`config.mk`:
```
export PLATFORM = sky130hd
export DESIGN_NAME = pong_match_ctrl
export DESIGN_NICKNAME = d
export VERILOG_FILES = /design/src/rtl/pong_pkg.sv /design/src/rtl/pong_rise_detect.sv /design/src/rtl/pong_match_ctrl.sv
export SDC_FILE = /design/constraint.sdc
export NUM_CORES = 1
export LEC_CHECK = 0
export CORE_ASPECT_RATIO = 1.4
export CORE_MARGIN = 1.5
export CORE_UTILIZATION = 35
export DETAILED_ROUTE_END_ITERATION = 12
export SLEW_MARGIN = 40
export SYNTH_ARGS = -nofsm -noshare
export SYNTH_HDL_FRONTEND = slang
export SYNTH_SLANG_ARGS = --single-unit
export TNS_END_PERCENT = 50
```
`constraint.sdc`:
```
create_clock -name i_clk -period 2.25 [get_ports i_clk]
set_input_delay 0.45 -clock i_clk [delete_from_list [all_inputs] [get_ports i_clk]]
set_output_delay 0.45 -clock i_clk [all_outputs]
set_load 0.02 [all_outputs]
```
`src/rtl/pong_pkg.sv`:
```
// pong_pkg: definitions shared by the Pong match controller and the ball block.
//   match_state_t : match sequencer states (IDLE=0, SERVE=1, PLAY=2, OVER=3)
//   DIR_RIGHT/LEFT: serve direction encoding used on o_serve_dir
package pong_pkg;

    typedef enum logic [1:0] {
        ST_IDLE  = 2'd0,
        ST_SERVE = 2'd1,
        ST_PLAY  = 2'd2,
        ST_OVER  = 2'd3
    } match_state_t;

    localparam logic DIR_RIGHT = 1'b0;
    localparam logic DIR_LEFT  = 1'b1;

endpackage

```
`src/rtl/pong_rise_detect.sv`:
```
// pong_rise_detect: registered rising-edge detector.
//   i_clk     : clock
//   i_reset_n : asynchronous active-low reset
//   i_sig     : level input (already synchronised)
//   o_rise    : high in the cycle where i_sig is 1 and its registered copy is 0
// RESET_VAL sets the registered copy on reset; 1 suppresses an edge for a
// signal that is already high when reset releases.
module pong_rise_detect #(
    parameter logic RESET_VAL = 1'b0
) (
    input  logic i_clk,
    input  logic i_reset_n,
    input  logic i_sig,
    output logic o_rise
);

    logic sig_q;

    always_ff @(posedge i_clk or negedge i_reset_n) begin
        if (!i_reset_n) begin
            sig_q <= RESET_VAL;
        end else begin
            sig_q <= i_sig;
        end
    end

    assign o_rise = i_sig & ~sig_q;

endmodule

```
`src/rtl/pong_match_ctrl.sv`:
```
// pong_match_ctrl: match-level sequencer for the Pong ball datapath.
// Freezes and recentres the ball for each serve, waits a serve delay in frame
// ticks, releases the ball and scores exit events until WIN_SCORE is reached.
//   i_clk, i_reset_n : pixel clock, asynchronous active-low reset
//   i_frame_tick     : one-cycle pulse per frame
//   i_start          : start button level (debounced, synchronised)
//   i_point_p1/p2    : one-cycle exit pulses, player 1 / player 2 scores
//   o_ball_run       : ball motion enable (high in PLAY)
//   o_ball_serve     : one-cycle recentre pulse, direction on o_serve_dir
//   o_score1/2       : scores
//   o_game_over      : high in OVER, o_winner valid while high
//   o_state          : current match state
// Optional feature: define PONG_AUTO_RESTART_EN to return from OVER to IDLE
// after OVER_HOLD_FRAMES frame ticks.
module pong_match_ctrl
    import pong_pkg::*;
#(
    parameter int unsigned WIN_SCORE          = 10,
    parameter int unsigned SERVE_DELAY_FRAMES = 60,
    parameter int unsigned OVER_HOLD_FRAMES   = 180
) (
    input  logic       i_clk,
    input  logic       i_reset_n,
    input  logic       i_frame_tick,
    input  logic       i_start,
    input  logic       i_point_p1,
    input  logic       i_point_p2,
    output logic       o_ball_run,
    output logic       o_ball_serve,
    output logic       o_serve_dir,
    output logic [3:0] o_score1,
    output logic [3:0] o_score2,
    output logic       o_game_over,
    output logic       o_winner,
    output logic [1:0] o_state
);

    localparam int unsigned MAX_FRAMES =
        (SERVE_DELAY_FRAMES > OVER_HOLD_FRAMES) ? SERVE_DELAY_FRAMES : OVER_HOLD_FRAMES;
    localparam int unsigned CW = $clog2(MAX_FRAMES) + 1;

    localparam logic [CW-1:0] SERVE_LAST = CW'(SERVE_DELAY_FRAMES - 1);
`ifdef PONG_AUTO_RESTART_EN
    localparam logic [CW-1:0] HOLD_LAST  = CW'(OVER_HOLD_FRAMES - 1);
`endif
    localparam logic [3:0]    WIN        = 4'(WIN_SCORE);

    match_state_t  state_q, state_d;
    logic [CW-1:0] cnt_q, cnt_d;
    logic [3:0]    score1_q, score1_d, score2_q, score2_d;
    logic [3:0]    score1_inc, score2_inc;
    logic          dir_q, dir_d;
    logic          winner_q, winner_d;
    logic          serve_q, serve_d;
    logic          run_q, over_q;
    logic          start_rise;

    pong_rise_detect #(
        .RESET_VAL (1'b1)
    ) u_start_rise (
        .i_clk     (i_clk),
        .i_reset_n (i_reset_n),
        .i_sig     (i_start),
        .o_rise    (start_rise)
    );

    assign score1_inc = score1_q + 4'd1;
    assign score2_inc = score2_q + 4'd1;

    always_comb begin
        state_d  = state_q;
        cnt_d    = cnt_q;
        score1_d = score1_q;
        score2_d = score2_q;
        dir_d    = dir_q;
        winner_d = winner_q;
        serve_d  = 1'b0;

        case (state_q)
            ST_IDLE: begin
                if (start_rise) begin
                    state_d  = ST_SERVE;
                    score1_d = '0;
                    score2_d = '0;
                    dir_d    = DIR_RIGHT;
                    serve_d  = 1'b1;
                end
            end

            ST_SERVE: begin
                if (i_frame_tick) begin
                    if (cnt_q == SERVE_LAST) begin
                        state_d = ST_PLAY;
                    end else begin
                        cnt_d = cnt_q + 1'b1;
                    end
                end
            end

            ST_PLAY: begin
                if (i_point_p1 && i_point_p2) begin
                    // Simultaneous exits: replay the point with the same direction.
                    state_d = ST_SERVE;
                    serve_d = 1'b1;
                end else if (i_point_p1) begin
                    score1_d = score1_inc;
                    dir_d    = DIR_RIGHT;
                    if (score1_inc == WIN) begin
                        state_d  = ST_OVER;
                        winner_d = 1'b0;
                    end else begin
                        state_d = ST_SERVE;
                        serve_d = 1'b1;
                    end
                end else if (i_point_p2) begin
                    score2_d = score2_inc;
                    dir_d    = DIR_LEFT;
                    if (score2_inc == WIN) begin
                        state_d  = ST_OVER;
                        winner_d = 1'b1;
                    end else begin
                        state_d = ST_SERVE;
                        serve_d = 1'b1;
                    end
                end
            end

            ST_OVER: begin
                if (start_rise) begin
                    state_d  = ST_SERVE;
                    score1_d = '0;
                    score2_d = '0;
                    dir_d    = DIR_RIGHT;
                    winner_d = 1'b0;
                    serve_d  = 1'b1;
                end
`ifdef PONG_AUTO_RESTART_EN
                else if (i_frame_tick) begin
                    if (cnt_q == HOLD_LAST) begin
                        state_d  = ST_IDLE;
                        score1_d = '0;
                        score2_d = '0;
                        winner_d = 1'b0;
                    end else begin
                        cnt_d = cnt_q + 1'b1;
                    end
                end
`endif
            end

            default: state_d = ST_IDLE;
        endcase

        // Every state change restarts the frame count, so SERVE and OVER
        // always begin counting from zero.
        if (state_d != state_q) begin
            cnt_d = '0;
        end
    end

    always_ff @(posedge i_clk or negedge i_reset_n) begin
        if (!i_reset_n) begin
            state_q  <= ST_IDLE;
            cnt_q    <= '0;
            score1_q <= '0;
            score2_q <= '0;
            dir_q    <= DIR_RIGHT;
            winner_q <= 1'b0;
            serve_q  <= 1'b0;
            run_q    <= 1'b0;
            over_q   <= 1'b0;
        end else begin
            state_q  <= state_d;
            cnt_q    <= cnt_d;
            score1_q <= score1_d;
            score2_q <= score2_d;
            dir_q    <= dir_d;
            winner_q <= winner_d;
            serve_q  <= serve_d;
            run_q    <= (state_d == ST_PLAY);
            over_q   <= (state_d == ST_OVER);
        end
    end

    assign o_ball_run   = run_q;
    assign o_ball_serve = serve_q;
    assign o_serve_dir  = dir_q;
    assign o_score1     = score1_q;
    assign o_score2     = score2_q;
    assign o_game_over  = over_q;
    assign o_winner     = winner_q;
    assign o_state      = state_q;

endmodule

```
==> metrics.txt <==
# TYPE chip_impl_metric gauge
chip_impl_metric{name="cts-root-to-sink-buffers",unit=""} 2
chip_impl_metric{name="multi_input_comb_area",unit="µm²"} 898
chip_impl_metric{name="worstPathMaxFanout",unit=""} 9
chip_impl_metric{name="power.sequential.fraction",unit="%"} 38.9
chip_impl_metric{name="grt_first_pass_wirelength",unit="µm"} 5800
chip_impl_metric{name="avgViaCountPerCell",unit=""} 5.08
chip_impl_info{name="synth.cells.most_frequent",value="24 x dfrtp_1, 22 x nand2_1, 14 x o21ai_0, 9 x nor2_1, 9 x nor3_1"} 1
chip_impl_metric{name="max_freq",unit="MHz"} 485
chip_impl_info{name="cp-end-kind",value="flip-flop"} 1
chip_impl_metric{name="worst_pin_slew",unit="ns"} 0.520
chip_impl_metric{name="grt_max_degree",unit=""} 26
chip_impl_metric{name="first_global_vias",unit=""} 1303
chip_impl_metric{name="drive_above_1_share",unit="%"} 11.4
chip_impl_info{name="outcome",value="complete, no violations"} 1
chip_impl_metric{name="drtIter0Drc",unit=""} 63
chip_impl_metric{name="die_area",unit="mm²"} 0.00489
chip_impl_metric{name="placeable_core_area",unit="mm²"} 0.00427
chip_impl_metric{name="fill_cells",unit=""} 441
chip_impl_metric{name="maxSlewHeadroom",unit="%"} 65.2
chip_impl_metric{name="global_route.overflow_total",unit=""} 0
chip_impl_metric{name="syn_inst",unit=""} 168
chip_impl_info{name="synth_area_leader_cell",value="dfrtp_1"} 1
chip_impl_metric{name="p_leak",unit="nW"} 0.769
chip_impl_metric{name="netlist-cell-type-count",unit=""} 48
chip_impl_metric{name="report.final.setup_viol",unit=""} 0
chip_impl_metric{name="final_wirelength",unit="µm"} 3420
chip_impl_metric{name="synth_enable_flop_cells",unit=""} 0
chip_impl_metric{name="stdcell_area",unit="mm²"} 0.00192
chip_impl_metric{name="antenna_left",unit=""} 0
chip_impl_metric{name="total_switching_power",unit="mW"} 0.584
chip_impl_info{name="crit_path_start_kind",value="flip-flop"} 1
chip_impl_metric{name="total_number_of_vias",unit=""} 1286
chip_impl_metric{name="dpl-instance-area",unit="mm²"} 0.00186
chip_impl_metric{name="preCtsSetupSlack",unit="ns"} -0.0672
chip_impl_metric{name="groute.usage.overall",unit="%"} 15.4
chip_impl_metric{name="final_hold_vio_count",unit=""} 0
chip_impl_metric{name="setup_ws",unit="ns"} 0.190
chip_impl_info{name="crit_chain",value="ha_1 -> nor3b_4 -> a41oi_2 -> or4b_4 -> a21oi_4 -> nor3_1"} 1
chip_impl_metric{name="synth_top_area_share",unit="%"} 38.4
chip_impl_metric{name="cts-buffers-inserted",unit=""} 3
chip_impl_metric{name="power_density",unit="mW/mm²"} 788
chip_impl_metric{name="dr.pass1.iters",unit=""} 4
chip_impl_metric{name="std_cell_rows",unit=""} 28
chip_impl_metric{name="synth-warning-count",unit=""} 0
chip_impl_metric{name="final-seq-area",unit="µm²"} 628
chip_impl_metric{name="insertion_delay",unit="ns"} 0.27
chip_impl_metric{name="floorplan.io_pins",unit=""} 21
chip_impl_metric{name="h-tree-depth",unit=""} 1
chip_impl_metric{name="worst-endpoint-required",unit="ns"} 2.39
chip_impl_metric{name="syn-cell-area",unit="mm²"} 0.00157
chip_impl_metric{name="starting_utilization_of_the_core_area",unit="%"} 36.6
chip_impl_metric{name="internal-power",unit="mW"} 0.929
chip_impl_metric{name="sw_frac_of_total",unit="%"} 38.6
chip_impl_metric{name="final.setup_skew",unit="ns"} 0.00495
chip_impl_metric{name="buffer_ports.inserted",unit=""} 20
chip_impl_metric{name="clkPwrFrac",unit="%"} 17.6
chip_impl_metric{name="drt-met1-wl",unit="µm"} 1510
chip_impl_metric{name="design.final.nets",unit=""} 208
chip_impl_metric{name="min_period",unit="ns"} 2.06
chip_impl_metric{name="finalPower",unit="mW"} 1.51
chip_impl_info{name="ys.flop_type",value="dfrtp_1"} 1
chip_impl_metric{name="cap_viol_max_count",unit=""} 0
chip_impl_metric{name="antenna_found_initial",unit=""} 0
chip_impl_metric{name="clock-sinks",unit=""} 25
chip_impl_metric{name="synth_fp_nets",unit=""} 182
chip_impl_metric{name="portion_of_the_clock_cycle_consumed_by_the_worst_path_in_the_final_layout",unit="%"} 91.6
chip_impl_metric{name="globalplace.congestion",unit=""} 0.796
chip_impl_metric{name="post_cts_setup_buffer_count",unit=""} 0
chip_impl_metric{name="async_reset_ff_share",unit="%"} 100
chip_impl_metric{name="die-width",unit="µm"} 59.5
chip_impl_info{name="min-delay-path-class",value="in2async"} 1
chip_impl_info{name="tritoncts",value="yes"} 1
chip_impl_metric{name="avg_synthesized_cell_area",unit="µm²"} 9.32
chip_impl_metric{name="timing.critical_path.buf_inv",unit=""} 0
chip_impl_metric{name="place_hpwl",unit="µm"} 2620
chip_impl_info{name="synth_top_cells_by_area",value="dfrtp_1 38%, ha_1 6.4%, nand2_1 5.3%"} 1
chip_impl_metric{name="power.ir.vdd_worst",unit="mV"} 0.343
chip_impl_metric{name="critical-path-max-stage-delay",unit="ns"} 0.51
chip_impl_metric{name="numPlacedInstances",unit=""} 249
chip_impl_metric{name="final-instance-count-excl-fill",unit=""} 253
chip_impl_metric{name="syn_to_final_growth",unit="%"} 22.6
chip_impl_info{name="synth_most_common_cell",value="dfrtp_1"} 1
chip_impl_metric{name="met2_layer_wire_length_in_the_routed_design",unit="µm"} 1770
chip_impl_info{name="rsz0062_at_grt",value="no"} 1
chip_impl_metric{name="cp.arrival",unit="ns"} 2.20
chip_impl_metric{name="drc",unit=""} 0
chip_impl_metric{name="dr_wl_met3",unit="µm"} 86
chip_impl_metric{name="yosys_register_bits",unit=""} 25
chip_impl_metric{name="routed_wire_length_per_instance",unit="µm"} 13.5
chip_impl_info{name="critical-path-top-delay-family",value="simple AND/OR/NAND/NOR gates"} 1
chip_impl_info{name="top_layer_used",value="met4"} 1
chip_impl_info{name="setup.worst_path.class",value="reg2reg"} 1
chip_impl_metric{name="antennaDiodeCount",unit=""} 0
chip_impl_metric{name="part_of_the_power_in_combinational_logic",unit="%"} 43.4
chip_impl_metric{name="timing_max_transition_violations_final",unit=""} 0
chip_impl_info{name="slowest_stage",value="or4b_4"} 1
chip_impl_metric{name="cts_resized",unit=""} 0
chip_impl_metric{name="final.setup.tns",unit="ns"} 0
chip_impl_metric{name="cts_hold_repair.buffers",unit=""} 0
chip_impl_metric{name="seq_area_frac_synth",unit="%"} 40.0
chip_impl_info{name="cts-root-buf",value="clkbuf_8"} 1
chip_impl_metric{name="path_clk_slew",unit="ns"} 0.09
chip_impl_metric{name="die_height",unit="µm"} 82.1
==> per-layer routing <==
layer | vias up | track usage (%)
li1 | 655 | -
met1 | 611 | 17.3
met2 | 14 | 28.6
met3 | 6 | 2.34
met4 | 0 | 6.00
met5 | - | 0
==> power groups by stage <==
stage | registers [mW] | clock network (mW) | logic, mW
6_report | 0.589 | 0.267 | 0.657
5_1_grt | 0.603 | 0.296 | 0.725
4_1_cts | 0.589 | 0.283 | 0.645
3_5_place_dp | 0.598 | 0 | 0.640
3_3_place_gp | 0.591 | 0 | 0.628
2_1_floorplan | 0.637 | 0 | 0.353
==> placed cells by master, fill, tap and decap left out, drive strengths merged, types with 3 or more instances in the layout <==
cell            n
buf             6
o21ai          14
a21oi           5
dfrtp          24
inv             7
nor3            9
clkbuf          3
clkdlybuf4s50  20
xor2            8
nand3           6
nor2           10
nand2b          7
ha              8
o31ai           3
nand2          22
xnor2           3
==> cell type report <==
type,count,share of cell area [%]
Multi-Input combinational cell,131,46.8
Clock inverter,1,0.261
Inverter,7,1.37
Tap cell,60,3.91
Timing Repair Buffer,26,12.8
Clock buffer,3,2.15
Sequential cell,25,32.7
==> sequential cells by signal (all words and copies together), names as in the netlist <==
register	flops
o_serve_dir	1
o_ball_serve	1
o_winner	1
o_ball_run	1
cnt_q	9
o_score2	4
u_start_rise.sig_q	1
o_game_over	1
o_state	2
o_score1	4
==> final timing paths <==
check | from | end | slack (ns) | cells after the start
worst max-delay path | cnt_q[0] | cnt_q[2] | 0.19 | 6
worst min-delay path | i_reset_n | cnt_q[7] | 0.53 | 2
worst max register to register | cnt_q[0] | cnt_q[2] | 0.19 | 6
worst min register to register | o_score2[3] | o_score2[3] | 0.54 | 2
max in group asynchronous | i_reset_n | u_start_rise.sig_q | 1.43 | 2
min in group i_clk | o_score2[3] | o_score2[3] | 0.54 | 2
==> cells by family after synthesis <==
| logic type | after synthesis | synth area share [%] |
|---|---|---|
| and+or+nand+nor | 68 | 23.1 |
| adders and majority gates | 8 | 6.40 |
| buffers and inverters | 12 | 3.36 |
| AOI/OAI and AO/OA | 43 | 20.3 |
| xor gates and xnor gates | 11 | 6.16 |
| muxes | 1 | 0.640 |
| DFF | 25 | 40.0 |
==> per-stage QoR <==
stage | utilization, % | hold WS [ns]
2_1_floorplan | - | 0.154
3_3_place_gp | 43.5 | 0.515
3_5_place_dp | 43.5 | 0.520
4_1_cts | 44.6 | 0.538
5_1_grt | 44.9 | 0.556
6_report | 44.9 | 0.534
Power figures use the tool's default switching activity.
